### src/rtl/pipe_accum_alu.sv
// Pipelined unsigned add/sub/accumulate unit with optional saturation and sticky overflow.
// Stage 0 computes and owns the accumulator; later stages only delay the result.
module pipe_accum_alu #(
    parameter int WIDTH    = 8,
    parameter int STAGES   = 2,
    parameter int SATURATE = 1
) (
    input  logic             clk,
    input  logic             rst_n,
    input  logic             ena,
    input  logic             in_valid,
    input  logic [WIDTH-1:0] a,
    input  logic [WIDTH-1:0] b,
    input  logic [1:0]       mode,
    input  logic             clear,
    output logic             out_valid,
    output logic [WIDTH-1:0] result,
    output logic             carry,
    output logic             ovf_sticky,
    output logic [WIDTH-1:0] acc
);

    // Handshake: in_valid is taken on every edge with ena high; there is no ready,
    // and out_valid pulses once per accepted op, STAGES enabled edges later.

    logic [WIDTH-1:0] acc_q;
    logic             ovf_q;
    logic [WIDTH-1:0] base;
    logic [WIDTH-1:0] op_x;
    logic [WIDTH-1:0] op_y;
    logic [WIDTH:0]   raw;
    logic             cy0;
    logic [WIDTH-1:0] fin;

    // mode[1] selects accumulator forms, mode[0] selects subtraction.
    always_comb begin
        base = clear ? '0 : acc_q;
        op_x = mode[1] ? base : a;
        op_y = mode[1] ? a : b;
        if (mode[0]) begin
            raw = {1'b0, op_x} - {1'b0, op_y};
        end else begin
            raw = {1'b0, op_x} + {1'b0, op_y};
        end
        cy0 = raw[WIDTH];
        fin = raw[WIDTH-1:0];
        if (cy0 && (SATURATE != 0)) begin
            fin = mode[0] ? '0 : '1;
        end
    end

    always_ff @(posedge clk or negedge rst_n) begin
        if (!rst_n) begin
            acc_q <= '0;
            ovf_q <= 1'b0;
        end else if (ena) begin
            if (in_valid && mode[1]) begin
                acc_q <= fin;
            end else if (clear) begin
                acc_q <= '0;
            end
            if (clear) begin
                ovf_q <= in_valid & cy0;
            end else if (in_valid) begin
                ovf_q <= ovf_q | cy0;
            end
        end
    end

    for (genvar i = 0; i < STAGES; i++) begin : g_stage
        logic             v_in;
        logic [WIDTH-1:0] d_in;
        logic             c_in;
        logic             v_q;
        logic [WIDTH-1:0] d_q;
        logic             c_q;

        if (i == 0) begin : g_first
            assign v_in = in_valid;
            assign d_in = fin;
            assign c_in = cy0;
        end else begin : g_next
            assign v_in = g_stage[i-1].v_q;
            assign d_in = g_stage[i-1].d_q;
            assign c_in = g_stage[i-1].c_q;
        end

        // Data loads only with a valid bit, so the last stage holds its last result.
        always_ff @(posedge clk or negedge rst_n) begin
            if (!rst_n) begin
                v_q <= 1'b0;
                d_q <= '0;
                c_q <= 1'b0;
            end else if (ena) begin
                v_q <= v_in;
                if (v_in) begin
                    d_q <= d_in;
                    c_q <= c_in;
                end
            end
        end
    end

    assign out_valid  = g_stage[STAGES-1].v_q;
    assign result     = g_stage[STAGES-1].d_q;
    assign carry      = g_stage[STAGES-1].c_q;
    assign ovf_sticky = ovf_q;
    assign acc        = acc_q;

endmodule

### config.mk
export PLATFORM = sky130hd
export DESIGN_NAME = pipe_accum_alu
export DESIGN_NICKNAME = d
export VERILOG_FILES = /design/src/rtl/pipe_accum_alu.sv
export SDC_FILE = /design/constraint.sdc
export NUM_CORES = 1
export LEC_CHECK = 0
export CAP_MARGIN = 20
export CORE_MARGIN = 5
export CORE_UTILIZATION = 51
export DETAILED_ROUTE_END_ITERATION = 6
export MAX_ROUTING_LAYER = met4
export PLACE_DENSITY = 0.8
export SYNTH_ARGS = -nofsm -noshare
export SYNTH_HDL_FRONTEND = slang
export SYNTH_SLANG_ARGS = --single-unit
export TNS_END_PERCENT = 50
### constraint.sdc
create_clock -name clk -period 2.58 [get_ports clk]
set_input_delay 0.258 -clock clk [delete_from_list [all_inputs] [get_ports clk]]
set_output_delay 0.258 -clock clk [all_outputs]
set_load 0.01 [all_outputs]
# ---- Word-level counts from Yosys, hierarchy flattened
# Index checks and enable logic that the tools add are counted.
dict set report word_totals {
  inputBits 23
  register_bits 29
}
dict set report classes {
  muxes 9
  addsub 2
  reduce_logical 5
  n_bitwise 2
}
# operator count
set op_table {}
lappend op_table {{$mux 8} 6}
lappend op_table {{$add 8x8->9} 1}
lappend op_table {{$mux 9} 1}
lappend op_table {{$sub 8x8->9} 1}
lappend op_table {{$reduce_and 2->1} 3}
lappend op_table {{$mux 1} 2}
lappend op_table {{$reduce_bool 2->1} 1}
lappend op_table {{$and 1x1->1} 1}
lappend op_table {{$logic_and 1x1->1} 1}
lappend op_table {{$or 1x1->1} 1}

# ---- Longest topological paths before layout
dict set report logic_depth {
  ltp_word 7
  mapped_depth 16
}

# ---- Worst setup path after synthesis
# OpenSTA, ideal clock, no wires.
dict set report synth_path {
  path_kind {input to register}
  start {input mode[1]}
  end {register acc_q[3] (netlist: acc[3])}
  required_ns 2.506
  arrival_time_ns 3.698
  setup_ns 0.074
  path_slack_ns -1.193
  cell_stages 15
  path_buffers 3
  cell_sequence {buf_4 > clkbuf_1 > clkbuf_1 > mux2i_1 > ha_1 > nor4b_1 > a41o_1 > a21oi_1 > xor2_1 > ha_1 > or3_1 > o32ai_4 > xnor2_4 > mux2_4 > o21ai_2}
}
dict set report synth_via {
  elab_chain_len 5
}
# element line_no
set synth_rtl {}
lappend synth_rtl {{start: declaration} 14} ;# input logic [1:0] mode,
lappend synth_rtl {{$mux 8 (on tied branches)} {38, 39}}
lappend synth_rtl {{$add 8x8->9 / $sub 8x8->9 (equally long branches)} {43, 41}}
lappend synth_rtl {{$mux 9} 40} ;# if (mode[0]) begin
lappend synth_rtl {{$mux 8} 47} ;# if (cy0 && (SATURATE != 0)) begin
lappend synth_rtl {{$mux 8 (*)} 57} ;# if (in_valid && mode[1]) begin
lappend synth_rtl {{end signal: assignment} 58} ;# acc_q <= fin;
lappend synth_rtl {{end: declaration} 26} ;# logic [WIDTH-1:0] acc_q;
# Every way passes the cells marked *; elsewhere a longest branch is shown, timed or not.
# A chain may end at the register's enable or synchronous reset.

# ---- Worst setup path in the final report
dict set report layout_path {
  start {input mode[1]}
  end {register g_stage[0].d_q[3]}
}
dict set report layout_via {
  elab_chain_len 4
}
# element line_no
set layout_rtl {}
lappend layout_rtl {{$mux 8 (on tied branches)} {38, 39}}
lappend layout_rtl {{$add 8x8->9 / $sub 8x8->9 (equally long branches)} {43, 41}}
lappend layout_rtl {{$mux 9 (*)} 40}
lappend layout_rtl {{$mux 8 (*)} 47}
lappend layout_rtl {{end signal: assignment} 97} ;# d_q <= d_in;
lappend layout_rtl {{end: declaration} 75} ;# logic [WIDTH-1:0] d_q;
# Marks and branches as above.

==> reports/metrics.sh <==
DRC_ERRORS=0
MIN_PERIOD_PS=2910
DPL.HPWL_UM=3580
MAX_CLOCK_FREQ_MHz=343
DRIVE_GT1_SHARE_PCT=35.9
NUM_ANTENNA_CELLS=0
GRT_FIRST_PASS_WIRELENGTH_UM=8160
SYNTH_SEQ_AREA_SHARE_PCT=37.9
GLOBALROUTEMET2UTIL_PCT=33.0
FINAL-HOLD-VIOLATION-COUNT=0
DPL.CELL_COUNT=305
SYNTH-EDFF-COUNT=0
DETAILEDROUTE.FIRSTPASSITERATIONCOUNT=4
YOSYS_WARNS=0
FIN_WORST_SKEW_PS=7.14
SYN_NETS=219
DIE_WIDTH_UM=71.3
FLOORPLAN.DIE_AREA_UM2=5080
HOLDCRITPATHCLASS='in -> async'
N_FILL_CELL=224
YS_DOMINANT_REG_CELL='sky130_fd_sc_hd__dfrtp_1'
GRT-BUSIEST-LAYER='met2'
GRT_ANTENNA_BEFORE_REPAIR=0
CRIT-REG2REG-CAPTURE='g_stage[0].d_q[3]'
SETUP_TOTAL_NEGATIVE_SLACK_PS=-4590
FINAL_NETS=305
REGISTER_TO_REGISTER_PATH_DEPTH=10
SYNTHDOMINANTCELLAREASHARE_PCT=37.9
IRDROPWORSTVDD_V=0.000600
DRT_WL_TOTAL_UM=4990
FIN_CELLS=321
R2R_SLACK_PS=-10
FINAL_MAX_SLEW_VIOL_COUNT=0
AREA_GROWTH_SYN_TO_LAYOUT_PCT=51.4
FLOORPLAN.IO_PINS=42
CLOCK_INSERTION_DELAY_WORST_SKEW_PS=290
CLOCK_BUFFER_COUNT_FROM_CTS=5
CAP_VIOL_MAX_COUNT=0
CLOCK-SINKS=29
FINAL.PERIOD_UTILIZATION_PCT=113
SYN-MEAN-INSTANCE-AREA_UM2=10.3
GLOBAL_ROUTE.USAGE.MET3_PCT=3.79
PLACE_CONGESTION=0.831
CLK_PIN_SLEW_WORST_PATHS_PS=60
TIMING.CRITICAL_PATH.FANOUT_MAX=5
WL_PER_CELL_UM=15.5
CELLLEAKAGEPOWER_nW=1.37
POST_SYNTH_MAIN_AREA_CONTRIBUTORS='sky130_fd_sc_hd__dfrtp_1 38%, sky130_fd_sc_hd__mux2_2 8.8%, sky130_fd_sc_hd__mux2i_1 6.3%'
STARTING_DENSITY_OF_THE_CORE_PCT=52.3
RUN_STATUS='finished with violations'
MAX_SLEW_MARGIN_PCT=62.6
ANTENNA_VIOLATING_NETS_POST_ROUTE=0
GRT_SETUP_UNREPAIRED='true'
GRT_USE_TOTAL_PCT=20.8
CRITICAL_PATH_STARTPOINT='mode[1]'
CTS-ROOT-TO-SINK-BUFFERS=2
CRIT-REG2REG-LAUNCH='acc[0]'
TIMING.CRITICAL_PATH.ARRIVAL_PS=3120
GLOBAL_ROUTE.USAGE.MET1_PCT=26.9
SYNTH_ASYNC_SR_FLOP_SHARE_PCT=100
CTS_TREE='done'
TIMING.FINAL.SETUP_VIOLATIONS=18
CTS_ROOT_BUFFER='sky130_fd_sc_hd__clkbuf_8'
DRT_ITER0_MARKERS=162
SYNTH_CELLS=186
NUM_VIAS=1742
WORST-SETUP-PATH-TYPE='in -> reg'
CRITICAL_PATH.ENDPOINT='g_stage[0].d_q[3]'
VIA_COUNT_OF_THE_FIRST_GLOBAL_ROUTING_PASS=1749
CORE_BOX_AREA_UM2=3660
SETUP.WORST_PATH.END_CLASS='flop'
SYNTH.LIB_CELLS_USED.DISTINCT=41
CTS_H_TREE_DEPTH=2
VIASPERCELL=5.43
CRITICAL_PATH.STARTPOINT_TYPE='input pin'
GRT.OVERFLOW.TOTAL=0
FIN_WS_PS=-334
SYNTH_SEQ_CELLS=29
GRT_MAX_DEGREE=30
PWR_DENSITY_CELL_nW_PER_UM2=688
WORSTMARGINPINSLEW_PS=560
PLACE.PORT_BUFFERS=41
LEADING_AREA_CONTRIBUTOR_AFTER_SYNTHESIS='sky130_fd_sc_hd__dfrtp_1'
SYNTH.CELL_AREA_UM2=1910
VIOLATIONS='setup timing'
POWER_mW=2.00
FLOORPLAN.DIE.HEIGHT_UM=71.3
WORSTPATHREQUIRED_PS=2790
ROW_COUNT=22
## stage by stage
stage	area, µm²	hold slack [ps]	utilization [%]	worst slack (ps)
CTS	2840	373	77.6	-316
finish	2900	355	79.2	-334
global placement	2680	457	73.1	-971
floorplan	1990	-37.6	-	-703
global route	2900	402	79.2	-442
detailed placement	2680	471	73.1	-1120
## critical path: stages
cell and delay (ps):
sky130_fd_sc_hd__buf_12 110, sky130_fd_sc_hd__mux2i_4 180, sky130_fd_sc_hd__ha_2 200, sky130_fd_sc_hd__buf_4 130, sky130_fd_sc_hd__a41o_1 270, sky130_fd_sc_hd__a21oi_2 160, sky130_fd_sc_hd__xor2_1 90, sky130_fd_sc_hd__ha_2 180
sky130_fd_sc_hd__or3_4 370, sky130_fd_sc_hd__o32ai_4 370, sky130_fd_sc_hd__xnor2_4 180, sky130_fd_sc_hd__buf_12 160, sky130_fd_sc_hd__mux2_4 320, sky130_fd_sc_hd__o21ai_2 130
## where the power goes
| group | switching (mW) | internal (mW) | total, mW | leakage [nW] |
|---|---|---|---|---|
| combinational | 0.390 | 0.566 | 0.956 | 0.970 |
| clock | 0.164 | 0.191 | 0.355 | 0.0395 |
| sequential | 0.0821 | 0.603 | 0.685 | 0.360 |
| total | 0.636 | 1.36 | 2.00 | 1.37 |
## registers in the layout, summed over array words and instances (netlist names)
signal,count
acc,8
g_stage.d_q,8
carry,1
result,8
g_stage.c_q,1
g_stage.v_q,1
ovf_sticky,1
out_valid,1
## area by class of cell
class | count | area (µm²) | area share [%]
Clock buffer | 8 | 80.1 | 2.76
Inverter | 13 | 48.8 | 1.68
Multi-Input combinational cell | 137 | 1220 | 42.1
Sequential cell | 29 | 726 | 25.0
Tap cell | 48 | 60.1 | 2.07
Timing Repair Buffer | 86 | 763 | 26.3
## routing by layer
| metal | part of all wire [%] | wire, µm |
|---|---|---|
| met3 | 4.6 | 232 |
| met5 | 0 | 0 |
| met4 | 1.9 | 93 |
| met2 | 49 | 2440 |
| met1 | 44 | 2220 |
## logic make-up (layout without fill, tap and decap cells)
logic type / count (synthesis) / count (layout) / share of synthesized area (%)
compound gates: 47 / 47 / 18.2
buf+inv: 20 / 107 / 4.12
fa+ha+maj: 10 / 10 / 6.93
xor+xnor: 12 / 12 / 6.47
mux: 28 / 28 / 15.9
flops: 29 / 29 / 37.9
simple gates: 40 / 40 / 10.5
## worst min path at each step
stage / start / to / slack (ps) / depth (start not counted)
after floorplan: rst_n / acc[0] / -40 / 0
after global placement: g_stage[0].d_q[7] / g_stage[0].d_q[7] / 460 / 2
after detailed placement: g_stage[0].c_q / g_stage[0].c_q / 470 / 1
after CTS: rst_n / g_stage[0].d_q[1] / 370 / 2
after global routing: rst_n / result[4] / 400 / 2
final: rst_n / acc[6] / 350 / 2
## placed cells by master, fill, tap and decap left out, types with 3 or more instances in the layout
master,instances
sky130_fd_sc_hd__nor3_1,3
sky130_fd_sc_hd__clkbuf_8,5
sky130_fd_sc_hd__buf_2,4
sky130_fd_sc_hd__a22o_1,6
sky130_fd_sc_hd__a21o_1,4
sky130_fd_sc_hd__clkbuf_1,3
sky130_fd_sc_hd__xor2_1,8
sky130_fd_sc_hd__ha_2,3
sky130_fd_sc_hd__clkdlybuf4s50_1,29
sky130_fd_sc_hd__a21oi_2,3
sky130_fd_sc_hd__o21ai_0,11
sky130_fd_sc_hd__nand2_1,16
sky130_fd_sc_hd__inv_1,13
sky130_fd_sc_hd__buf_4,42
sky130_fd_sc_hd__mux2i_1,7
sky130_fd_sc_hd__nor2b_1,3
sky130_fd_sc_hd__a21oi_1,5
sky130_fd_sc_hd__mux2_2,15
sky130_fd_sc_hd__nor2_1,6
sky130_fd_sc_hd__ha_1,6
sky130_fd_sc_hd__dlygate4sd2_1,7
sky130_fd_sc_hd__xnor2_1,3
sky130_fd_sc_hd__mux2i_4,3
sky130_fd_sc_hd__dfrtp_1,29
## repair_timing
item	4_1_cts	5_1_grt
pin swaps	15	4
setup endpoints to repair	18	18
setup buffers	6	1
hold buffers	0	0
cloned	1	0
resized for setup	40	9
endpoints found under the hold margin	0	0
## Yosys cell counts (all sizes together) (2+ instances only)
library cell,instances
a21o,4
a21oi,8
a22o,6
a31oi,4
a41o,2
buf,3
clkbuf,4
dfrtp,29
ha,9
inv,13
mux2,16
mux2i,12
nand2,16
nand2b,2
nor2,6
nor2b,6
nor3,3
o21a,2
o21ai,13
o31ai,2
or3,2
xnor2,4
xor2,8
Power figures use the tool's default switching activity.
